<file path="src/rtl/apb_slave_regfile.sv">
// APB3 completer: NUM_REGS RW config registers plus one read-only status word, programmable wait states.
// Completion WAIT_STATES+1 cycles after setup; pready/prdata/pslverr registered, writes commit on the completing edge.
module apb_slave_regfile #(
    parameter int ADDR_WIDTH  = 8,
    parameter int DATA_WIDTH  = 24,
    parameter int NUM_REGS    = 16,
    parameter int BASE_ADDR   = 0,
    parameter int WAIT_STATES = 0
) (
    input  logic                           pclk,
    input  logic                           reset,
    input  logic                           psel,
    input  logic                           penable,
    input  logic                           pwrite,
    input  logic [ADDR_WIDTH-1:0]          paddr,
    input  logic [DATA_WIDTH-1:0]          pwdata,
    output logic [DATA_WIDTH-1:0]          prdata,
    output logic                           pready,
    output logic                           pslverr,
    output logic [NUM_REGS*DATA_WIDTH-1:0] cfg_regs,
    output logic [NUM_REGS-1:0]            wr_pulse,
    input  logic [DATA_WIDTH-1:0]          status_in
);

    localparam logic [ADDR_WIDTH-1:0] BASE       = ADDR_WIDTH'(BASE_ADDR);
    localparam logic [ADDR_WIDTH-1:0] STATUS_OFF = ADDR_WIDTH'(NUM_REGS);
    localparam logic [3:0]            WS         = 4'(WAIT_STATES);

    typedef enum logic {IDLE, ACCESS} state_t;
    state_t state, state_nxt;

    logic [ADDR_WIDTH-1:0] addr_q;
    logic                  write_q;
    logic [DATA_WIDTH-1:0] wdata_q;
    logic [3:0]            wcnt;

    logic [ADDR_WIDTH-1:0] dec_addr, off;
    logic                  dec_write, is_status, dec_err;
    logic [NUM_REGS-1:0]   hit;
    logic [DATA_WIDTH-1:0] rd_mux, dec_dat;
    logic                  setup, arm, done;

    // Decode live bus in IDLE (zero-wait completion), latched transfer otherwise.
    always_comb begin
        dec_addr  = (state == IDLE) ? paddr : addr_q;
        dec_write = (state == IDLE) ? pwrite : write_q;
        off       = dec_addr - BASE;
        hit       = '0;
        rd_mux    = '0;
        for (int i = 0; i < NUM_REGS; i++) begin
            hit[i] = (off == ADDR_WIDTH'(i));
            rd_mux = rd_mux | (cfg_regs[i*DATA_WIDTH +: DATA_WIDTH] & {DATA_WIDTH{hit[i]}});
        end
        is_status = (off == STATUS_OFF);
        dec_err   = !(|hit) && !(is_status && !dec_write);
        dec_dat   = '0;
        if (!dec_write) begin
            if (|hit)
                dec_dat = rd_mux;
            else if (is_status)
                dec_dat = status_in;
        end
    end

    assign setup = (state == IDLE) && psel && !penable;
    assign done  = (state == ACCESS) && psel && pready;
    assign arm   = (setup && (WS == 4'd0)) ||
                   ((state == ACCESS) && psel && !pready && (wcnt == 4'd1));

    always_ff @(posedge pclk or posedge reset) begin
        if (reset)
            state <= IDLE;
        else
            state <= state_nxt;
    end

    always_comb begin
        state_nxt = state;
        case (state)
            IDLE:   if (setup) state_nxt = ACCESS;
            ACCESS: if (!psel || pready) state_nxt = IDLE;
            default: state_nxt = IDLE;
        endcase
    end

    always_ff @(posedge pclk or posedge reset) begin
        if (reset) begin
            addr_q   <= '0;
            write_q  <= 1'b0;
            wdata_q  <= '0;
            wcnt     <= '0;
            pready   <= 1'b0;
            prdata   <= '0;
            pslverr  <= 1'b0;
            cfg_regs <= '0;
            wr_pulse <= '0;
        end else begin
            wr_pulse <= '0;
            pready   <= arm;
            prdata   <= arm ? dec_dat : '0;
            pslverr  <= arm & dec_err;
            if (setup) begin
                addr_q  <= paddr;
                write_q <= pwrite;
                wdata_q <= pwdata;
                wcnt    <= WS;
            end
            if ((state == ACCESS) && psel && !pready && (wcnt != 4'd0))
                wcnt <= wcnt - 4'd1;
            if (done && write_q && !dec_err) begin
                for (int i = 0; i < NUM_REGS; i++) begin
                    if (hit[i]) begin
                        cfg_regs[i*DATA_WIDTH +: DATA_WIDTH] <= wdata_q;
                        wr_pulse[i] <= 1'b1;
                    end
                end
            end
        end
    end

endmodule

</file>
<file path="config.mk">
export PLATFORM = sky130hd
export DESIGN_NAME = apb_slave_regfile
export DESIGN_NICKNAME = d
export VERILOG_FILES = /design/src/rtl/apb_slave_regfile.sv
export SDC_FILE = /design/constraint.sdc
export NUM_CORES = 1
export LEC_CHECK = 0
export ABC_AREA = 1
export CAP_MARGIN = 20
export CELL_PAD_IN_SITES_DETAIL_PLACEMENT = 1
export CELL_PAD_IN_SITES_GLOBAL_PLACEMENT = 2
export CORE_ASPECT_RATIO = 0.7
export CORE_UTILIZATION = 29
export CTS_CLUSTER_SIZE = 12
export DETAILED_ROUTE_END_ITERATION = 12
export GPL_TIMING_DRIVEN = 0
export PLACE_DENSITY_LB_ADDON = 0.1
export SETUP_SLACK_MARGIN = 0.05
export SYNTH_ARGS = -nofsm -noshare
export SYNTH_HDL_FRONTEND = slang
export SYNTH_SLANG_ARGS = --single-unit
</file>
<file path="constraint.sdc">
create_clock -name pclk -period 21.8 [get_ports pclk]
set_input_delay 4.36 -clock pclk [delete_from_list [all_inputs] [get_ports pclk]]
set_output_delay 4.36 -clock pclk [all_outputs]
set_load 0.03 [all_outputs]
</file>
# Word-level counts from Yosys, hierarchy flattened

Cells that the tools add are included.

Flip-flop bits (word level): 464
Input bits: 61
Output and inout port bits: 426

Add/subtract/negate cells: 1
Eq/ne operators: 17
Multiplexer cells: 28
Bitwise logic cells: 33
Reduce and logical (&&, ||, !) cells: 40

Operators by type and width:

| cell                                              | count |
|---|---|
| AND 24 bit                                        | 16 |
| bitwise OR 24 bit                                 | 15 |
| two-way mux 24 bit                                | 4 |
| == test 8 x 4 -> 1 bit (second input constant)    | 8 |
| == test 8 x 3 -> 1 bit (second input constant)    | 4 |
| AND reduction 2 bit                               | 16 |
| two-way mux 1 bit                                 | 19 |
| == test 8 x 2 -> 1 bit (second input constant)    | 2 |
| two-way mux 16 bit                                | 1 |
| OR reduction 16 bit                               | 1 |
| logical AND 1 bit                                 | 11 |
| == test 8 x 1 -> 1 bit (second input constant)    | 1 |
| == test 8 x 5 -> 1 bit (second input constant)    | 1 |
| logical NOT 8 bit                                 | 1 |
| two-way mux 4 bit                                 | 2 |
| two-way mux 8 bit                                 | 1 |
| logical NOT 1 bit                                 | 7 |
| == test 4 x 1 -> 1 bit (second input constant)    | 1 |
| nonzero test 4 bit                                | 1 |
| subtractor 4 x 1 -> 4 bit (second input constant) | 1 |
| logical OR 1 bit                                  | 2 |
| one-hot mux 1 bit (2 select lines)                | 1 |
| nonzero test 2 bit                                | 1 |
| AND 1 bit                                         | 1 |
| inverter 1 bit                                    | 1 |

# Logic depth before layout (Yosys ltp)

Depth after elaboration: 21
Gate-level depth with buffers: 15
Mapped depth without buffers: 13

# Least setup slack after synthesis

Ideal clock, no wire load.

Path kind: input to register
From: input port paddr[3]
To: register cfg_regs[144]
Arrival: 5738 ps
Slack: 15941 ps
Stages: 13
Path buffers: 3
Cell sequence: inv_1 -> nand2_1 -> nand2_1 -> nand2_2 -> nor2_4 -> nand2_1 -> o21ai_2 -> nand2_4 -> buf_6 -> buf_6 -> buf_2 -> o21ai_1 -> nand2_1

Cells in the longest elaborated chain, start to end: 8
Elaborated cells between the ends (all ways): 26
Classes of those cells: eq/ne: 16; mux: 1; reduce/logical: 9

RTL lines:

| what                                                            | RTL line | text |
|---|---|---|
| from (decl)                                                     | 15       | `input logic [ADDR_WIDTH-1:0] paddr,` |
| two-way mux 8 bit *                                             | 45       | `dec_addr = (state == IDLE) ? paddr : addr_q;` |
| == test 8 x 1 -> 1 bit (tied with other cells)                  | 51       | `hit[i] = (off == ADDR_WIDTH'(i));` |
| OR reduction 16 bit / logical AND 1 bit (equally long branches) | 55       | `dec_err = !(\|hit) && !(is_status && !dec_write);` |
| logical NOT 1 bit                                               | 55       |  |
| logical AND 1 bit                                               | 55       |  |
| logical NOT 1 bit                                               | 110      | `if (done && write_q && !dec_err) begin` |
| logical AND 1 bit                                               | 110      |  |
| AND reduction 2 bit (no line) *                                 | -        |  |
| to (signal, indexed assignment)                                 | 113      | `cfg_regs[i*DATA_WIDTH +: DATA_WIDTH] <= wdata_q;` |
| to (decl)                                                       | 20       | `output logic [NUM_REGS*DATA_WIDTH-1:0] cfg_regs,` |

Every way passes the cells marked *; elsewhere a longest branch is shown, timed or not.
A chain may end at the register's enable or synchronous reset.

# Final worst setup path

From: input port paddr[1]
To: register prdata[0]

Cells in the longest elaborated chain, start to end: 21
Elaborated cells between the ends (all ways): 54
Classes of those cells: eq/ne: 16; mux: 5; bitwise: 31; reduce/logical: 2

RTL lines:

| what                                                               | RTL line | text |
|---|---|---|
| two-way mux 8 bit *                                                | 45       |  |
| == test 8 x 1 -> 1 bit / logical NOT 8 bit (equally long branches) | 51       |  |
| AND 24 bit                                                         | 52       | `rd_mux = rd_mux \| (cfg_regs[i*DATA_WIDTH +: DATA_WIDTH] & {DATA_WIDTH{hit[i]}});` |
| bitwise OR 24 bit (15 in series)                                   | 52       |  |
| two-way mux 24 bit *                                               | 58       | `if (\|hit)` |
| two-way mux 24 bit *                                               | 57       | `if (!dec_write) begin` |
| two-way mux 24 bit *                                               | 100      | `prdata <= arm ? dec_dat : '0;` |
| to (signal assigned)                                               | 100      |  |
| to (decl)                                                          | 17       | `output logic [DATA_WIDTH-1:0] prdata,` |

Marks and branches as above.

==> metrics.cfg <==
[clock_network]
clockBufferDepth=3
clock-sinks=464
cts.clk_slew.worst_paths_ns=0.06
post_cts_buffers=0
numCtsBuffers=52
cts_resized=0
clk_latency_ns=0.64
cts_tree=yes
htreeDepth=2
ctsHoldBuffers=0
cts_root_buffer=clkbuf_16

[global_routing]
grt_overflow=0
grt_max_degree=106
grt_use_total_pct=36.1
grt_pass1_vias=22800
antenna_found_initial=14
grt_pass1_wl_mm=185

[timing]
max_freq_mhz=133
finClkSkew_ns=0.0155
whs_ns=0.500
slew_headroom_pct=12.3
finalWorstSetupSlack_ns=14.26
fin_setup_tns_ns=0
final_max_slew_viol_count=0
worst_pin_slew_ns=1.32
rsz0062_at_grt=no
final-hold-violation-count=0
setup_viol=0
min_period_ns=7.54
finalCritPeriodShare_pct=34.6

[place]
gp_congestion=1.00
pre_cts_slack_ns=13.82
dp.cells=4220
io_buffers=486
dp_hpwl_mm=106

[power_and_ir_drop]
p_switching_mw=0.715
ir_drop_uv=59.6
seq_power_share_pct=41.1
sw_frac_of_total_pct=32.1
p_comb_share_pct=16.6
p_per_area_mw_per_mm2=75.5
clockPowerShare_pct=42.3
p_leak_nw=14.4
p_int_mw=1.51

[setup_path]
cpMaxStageDelayCell=clkdlybuf4s50_1
critPathMaxFanout=10
arrival_ns=8.04
cp_slowest_stage_delay_ns=0.54
path_class=primary input to register
end_kind=register
worstPathRequired_ns=22.31
critical_path.cell_chain=clkdlybuf4s50_1, inv_1, nand2_1, nand2_1, nand2_2, nor2_2, nand2_1, clkinv_1, nand2_1, nand2_1, nor2_1, nand3_1, nor2_1, nor2_1
start_kind=primary input
crit_path_frequent_cell=nand2_1

[final_layout]
fillers=8758
area_growth_pct=38.1
fin_util_pct=40.9
fin_nets=3374
instances_no_fill=4316
drive_above_1_share_pct=6.63

[detailed_routing]
via_per_inst=5.28
routed_wl_mm=137
drtPass1Iterations=5
vias=22800
drc=0
drt_iter0_markers=2546
ant_nets=0
wire_per_inst_um=31.8

[worst_hold_path]
hp-class=register to register

[yosys]
syn_area_per_cell_um2=7.76
synthCells=2753
synthSimpleGateAreaFrac_pct=24.9
synth.area.mux_share_pct=0
yosysSeqAreaShare_pct=54.3
synth_top_family_by_area=simple AND/OR/NAND/NOR gates
synth_compound_area_share_pct=12.5
synth_warnings=0
synth.distinct_cells=31
syn_area_mm2=0.0214
synth_xor_area_share_pct=0.0820
synthAdderAreaFrac_pct=0.176
synth_fp_nets=2817
ys_ff_latch=464

[outcome]
status=complete, no violations

[run]
max_cap_viol_count=0

[floorplan]
io_pins=487
start_util_pct=29.6
core_area_mm2=0.0722
die-area_mm2=0.0748
fp.dieW_um=326
die_h_um=229
rows=82

layer usage:
metal	track usage, %	part of all wire, %	up-vias
met1	50.4	44	11700
met2	51.7	42	1097
met3	13.8	12	184
li1	-	-	9781
met5	0	0.032	-
met4	9.94	2.9	6
worst max-delay path, delay by kind of cell:
| family | cells | cell delay, ns |
|---|---|---|
| buffers and inverters | 3 | 1.08 |
| AND/OR/NAND/NOR | 11 | 2.59 |
worst paths after layout:
kind / startpoint / to / slack (ns) / cells after the start
setup / recovery: paddr[1] / prdata[0]$_DFF_PP0_ / 14.26 / 14
hold / removal: write_q$_DFFE_PP0P_ / write_q$_DFFE_PP0P_ / 0.50 / 2
setup reg to reg: state$_DFF_PP0_ / prdata[2]$_DFF_PP0_ / 17.84 / 13
hold reg to reg: write_q$_DFFE_PP0P_ / write_q$_DFFE_PP0P_ / 0.50 / 2
max in group asynchronous: reset / cfg_regs[307]$_DFFE_PP0P_ / 16.04 / 4
min in group asynchronous: reset / prdata[7]$_DFF_PP0_ / 4.26 / 2
Yosys cell counts (all sizes together):
cell type,n,area [um2]
buf,88,497
inv,214,803
a31oi,1,6.26
xor2,1,8.76
o22ai,24,150
nand3,112,566
o21ai,500,2510
nor2,190,802
clkbuf,103,387
dfrtp,464,11600
ha,3,37.5
nor3,3,20.0
a21oi,2,10.0
nand2,1039,3920
xnor2,1,8.76
nand4,4,25.0
clkinv,4,16.3
flip-flops by register name, indices dropped and copies added (netlist names):
signal and flops:
addr_q 8, wr_pulse 16, write_q 1, state 1, pready 1, pslverr 1
wdata_q 24, prdata 24, wcnt 4, cfg_regs 384
area by class of cell:
class / count / area, um2 / share of cell area (%)
Multi-Input combinational cell: 1880 / 8060 / 27.3
Tap cell: 966 / 1210 / 4.09
Clock inverter: 10 / 133 / 0.449
Sequential cell: 464 / 11600 / 39.3
Inverter: 218 / 827 / 2.80
Antenna cell: 1 / 2.50 / 0.00848
Clock buffer: 83 / 1620 / 5.48
Timing Repair Buffer: 503 / 5160 / 17.5
Buffer: 191 / 897 / 3.04
layout by cell type (no fill, tap or decap), types with 3 or more instances in the layout:
cell,synthesis,routed
inv_1,212,211
clkbuf_2,0,11
clkinv_1,3,3
o21ai_0,356,356
nand4_1,4,4
ha_1,3,3
bufinv_16,0,3
clkdlybuf4s50_1,0,486
buf_2,64,64
nor2_4,6,6
clkbuf_1,103,104
buf_6,5,7
clkbuf_8,0,18
nor2_2,11,11
o21ai_1,143,143
nand2_1,1033,1033
buf_1,6,6
o22ai_1,24,24
nor2_1,172,172
buf_4,13,13
buf_8,0,8
buf_16,0,5
dfrtp_1,464,464
clkinv_2,1,6
clkbuf_16,0,53
nand2_2,5,5
nand3_1,111,111
logic make-up (layout without fill, tap and decap cells):
logic type / Yosys count / in the layout
AO/OA/AOI/OAI: 527 / 527
XOR/XNOR: 2 / 2
adder cells (fa/ha/maj): 3 / 3
buffers and inverters: 409 / 1005
flip-flops: 464 / 464
other: 0 / 1
AND/OR/NAND/NOR: 1348 / 1348
power by group through the flow:
| stage | registers (mW) | clock network [mW] | logic [mW] |
|---|---|---|---|
| detailed placement | 0.931 | 0 | 0.360 |
| finish | 0.916 | 0.944 | 0.370 |
| global route | 0.917 | 0.976 | 0.380 |
| floorplan | 0.953 | 0 | 0.113 |
| global placement | 0.931 | 0 | 0.341 |
| CTS | 0.915 | 0.948 | 0.361 |
stage by stage:
step                      instance area (um2)  power [mW]
after global placement                  27400        1.27
after floorplan                         21400        1.07
after global routing                    29500        2.27
after CTS                               29500        2.22
after detailed placement                27700        1.29
final                                   29500        2.23
(Power assumes the default switching activity.)
==> RTL change 1, RTL diff (same flow settings) <==
`ADDR_WIDTH`: 8 -> 9.
--- a/src/rtl/apb_slave_regfile.sv
+++ b/src/rtl/apb_slave_regfile.sv
@@ -1,7 +1,7 @@
 // APB3 completer: NUM_REGS RW config registers plus one read-only status word, programmable wait states.
 // Completion WAIT_STATES+1 cycles after setup; pready/prdata/pslverr registered, writes commit on the completing edge.
 module apb_slave_regfile #(
-    parameter int ADDR_WIDTH  = 8,
+    parameter int ADDR_WIDTH  = 9,
     parameter int DATA_WIDTH  = 24,
     parameter int NUM_REGS    = 16,
     parameter int BASE_ADDR   = 0,
Interface: changed (resized paddr); port bits go from 487 to 488. No check against the original RTL was run, so the function may have changed too.
==> RTL change 1 against the unedited design <==
Synthesized area is 5.4% higher; largest cell class unchanged; die area is 5.4% higher; critical path depth is 2 higher; sequential cell count is 1 higher; design area is 4.8% higher; core utilization is 0.62 points lower; worst hold slack better by 0.0059 ns; critical path type unchanged; total power is 3.4% lower; wire length is 3.8% higher; clock power is 5.4% higher; count of clock-buffer cells in the layout is 4 lower; setup slack better by 0.16 ns.
==> RTL change 1: results <==
[worst_setup_path]
regToRegEndpoint = prdata[15]
worstPathArrival_ns = 7.92
r2r-start = state
max_stage_delay_ns = 0.82
reg2regPathDepth = 15
crit_fanout = 10
reg2reg_slack_ns = 17.80
cp_slowest_cell = clkbuf_1

[drt]
first_pass_iters = 6
wl_met2_mm = 62.2
highest_layer = met5
routed_wl_mm = 142
met1_length_mm = 62.6
drt_iter0_markers = 2597
met3_wirelength_mm = 13.6
vias_per_cell = 5.40
vias = 24725

[sta]
finClkSkew_ns = 0.0278
timing.hold.ws_ns = 0.506
worstMarginPinSlew_ns = 1.21

[hold_path]
whs_path_depth = 2
hold_path_class = flip-flop to flip-flop
holdCritStartpoint = cfg_regs[133]
min_to = cfg_regs[133]

[synth]
synth-edff-count = 0
synth_area_leaders = dfrtp_1 52%, nand2_1 26%, nand4_1 11%
synth.distinct_cells = 34
yosys-top-cells-count = 1,536 x nand2_1, 465 x dfrtp_1, 385 x nand4_1, 136 x nor2_1, 125 x clkbuf_1
netlist_instances = 2933
synth_nets = 2997
async_reset_ff_frac = 1.00
yosysSeqAreaShare = 0.516

[placed_design]
dp.cells = 4483
routabilityCongestion = 0.964
dp_slack_ns = 13.98
dpl_cell_area_um2 = 29100
hpwlAfterDp_mm = 113
io_buffers = 487

[grt]
grt_max_degree = 116
antenna_found_initial = 6
met3_usage = 0.0966
grt_first_pass_wirelength_mm = 197
grt_pass1_vias = 24717
use_met1 = 0.503
grt.total_usage = 0.358
grtUsageMet2 = 0.537

[clock_network]
clkTransAtPathRegs_ns = 0.07
cts_resized = 0
postCtsSetupBuffers = 0

[layout]
top_regs = cfg_regs x384, prdata x24, wdata_q x24
drive_gt1_frac = 0.0707
nNetsFinal = 3558

[pwr]
p_leak_nw = 15.9
vdd_drop_max_v = 0.0000496

[run_status]
run_status = complete, no violations
-- RTL change 1: cell type report --
class / count / area [um^2]
tap: 1044 / 1310
fill: 9239 / 45900
clock buffer: 79 / 1610
clock inverter: 15 / 253
sequential: 465 / 11600
inverter: 57 / 221
buffer: 261 / 1330
multi-input combinational: 2150 / 9360
antenna: 1 / 2.50
timing repair buffer: 507 / 5230
-- RTL change 1: worst max-delay path by stage --
| stage | slack [ns] | startpoint | cells after the start | end |
|---|---|---|---|---|
| after global placement | -2.80 | reset | 2 | cfg_regs[206] |
| after detailed placement | 13.98 | paddr[6] | 16 | prdata[16] |
| final | 14.43 | paddr[7] | 16 | prdata[15] |
| after floorplan | 4.47 | reset | 1 | addr_q[0] |
| after CTS | 14.63 | paddr[6] | 16 | prdata[16] |
| after global routing | 14.46 | paddr[7] | 16 | prdata[9] |
-- RTL change 1: power breakdown --
part	internal [mW]	leakage [nW]	switching [mW]
Sequential	0.878	6.44	0.00690
Clock	0.590	0.924	0.405
Combinational	0.0599	8.55	0.215
Total	1.53	15.9	0.627
-- RTL change 1: worst max-delay path, delay by kind of cell --
kind | cells | cell delay [ns]
buffers and inverters | 5 | 1.85
AND/OR/NAND/NOR | 10 | 1.55
AO/OA/AOI/OAI | 1 | 0.13
-- RTL change 1: cell families (layout without fill, tap and decap cells) --
group | Yosys count | count (layout) | share of synthesized area
adders and majority gates | 2 | 2 | 0.00111
DFF | 465 | 465 | 0.516
and+or+nand+nor | 2103 | 2103 | 0.403
buffers and inverters | 318 | 919 | 0.0683
xor gates and xnor gates | 1 | 1 | 0.000389
other | 0 | 1 | 0
AOI/OAI and AO/OA | 44 | 44 | 0.0105
==> RTL change 2, RTL diff (config.mk and constraints unchanged) <==
Made on the original files. Register the output `pslverr` once more, without a reset; this adds one clock of latency there. The other outputs are not delayed to match. Comments in the files are not updated.
--- a/src/rtl/apb_slave_regfile.sv
+++ b/src/rtl/apb_slave_regfile.sv
@@ -27,6 +27,8 @@
     localparam logic [3:0]            WS         = 4'(WAIT_STATES);
 
     typedef enum logic {IDLE, ACCESS} state_t;
+
+    logic pslverr_s0;
     state_t state, state_nxt;
 
     logic [ADDR_WIDTH-1:0] addr_q;
@@ -91,14 +93,14 @@
             wcnt     <= '0;
             pready   <= 1'b0;
             prdata   <= '0;
-            pslverr  <= 1'b0;
+            pslverr_s0 <= 1'b0;
             cfg_regs <= '0;
             wr_pulse <= '0;
         end else begin
             wr_pulse <= '0;
             pready   <= arm;
             prdata   <= arm ? dec_dat : '0;
-            pslverr  <= arm & dec_err;
+            pslverr_s0 <= arm & dec_err;
             if (setup) begin
                 addr_q  <= paddr;
                 write_q <= pwrite;
@@ -118,5 +120,9 @@
         end
     end
 
+    always_ff @(posedge pclk) begin
+        pslverr <= pslverr_s0;
+    end
+
 endmodule
 
Check against the original RTL: not equivalent (Yosys sat finds a counterexample within 4 cycles, from zero or initial values and one cycle with reset high).
==> RTL change 2 against the unedited design <==
Setup slack got worse by 0.080 ns; synthesized area about the same; core utilization increased by 0.27 points; wire length increased by 0.23%; first-iteration DRC count increased by 0.67%; non-clock buffer count unchanged; sequential power about the same; clock skew increased by 0.024 ns; design area increased by 0.65%; sequential cell count increased by 1; synthesized cell count about the same; total power increased by 3.1%; die area about the same; via count increased by 1.7%; critical path type unchanged; critical endpoint is now prdata[14].
==> RTL change 2: results <==
[pwr]
powerSeq_mw = 0.918
power_frac_comb = 0.161

[placed_design]
dpl_cell_area_um2 = 27800
hpwlAfterDp_mm = 106
dp_slack_ns = 13.76

[layout]
fill_cells = 8614
buf_share = 0.205
n_antenna_cell = 2
drive_gt1_frac = 0.0697
clkCellAreaFrac = 0.0640
seq_share = 0.391

[drt]
drt_iter0_markers = 2563
vias_per_cell = 5.35
first_pass_iters = 6

[sta]
finClkSkew_ns = 0.0391
max_freq_mhz = 131
relSlewSlack = 0.159

[clock_network]
cts_buffers = 53

[grt]
grt.total_usage = 0.362
antenna_found_initial = 9
grt_max_degree = 121

[run_status]
run_status = complete, no violations

[synth]
async_reset_ff_frac = 0.998
synth_nets = 2818
avgSynthCellArea_um2 = 7.77
ys_ff_latch = 465
synth_area_leaders = dfrtp_1 54%, nand2_1 18%, o21ai_0 8.3%
yosysSeqAreaShare = 0.544

[worst_setup_path]
worstPathArrival_ns = 8.13
critPathLaunch = paddr[0]
cp_slowest_cell = nor2_1
-- RTL change 2: changes by cell type in the layout (fill, tap and decap cells not counted), sizes merged --
| cell | unedited run | this run |
|---|---|---|
| inv | 216 | 215 |
| clkbuf | 188 | 181 |
| clkinv | 9 | 18 |
| dfxtp | 0 | 1 |
| diode | 1 | 2 |
| clkinvlp | 0 | 1 |
| bufinv | 3 | 7 |
-- RTL change 2: cells by family (layout without fill, tap and decap cells) --
| logic type | after synthesis | after routing | synth area share |
|---|---|---|---|
| compound gates | 527 | 527 | 0.125 |
| xor+xnor | 2 | 2 | 0.000819 |
| simple gates | 1348 | 1348 | 0.249 |
| buf+inv | 409 | 1011 | 0.0796 |
| flops | 465 | 465 | 0.544 |
| other cells | 0 | 2 | 0 |
| fa+ha+maj | 3 | 3 | 0.00175 |
-- RTL change 2: per-layer routing --
metal,GRT usage,routed length (um),vias up
li1,-,-,9786
met3,0.0978,13900,185
met5,0,23,-
met1,0.527,61500,12048
met2,0.524,58300,1130
met4,0.0989,3810,4
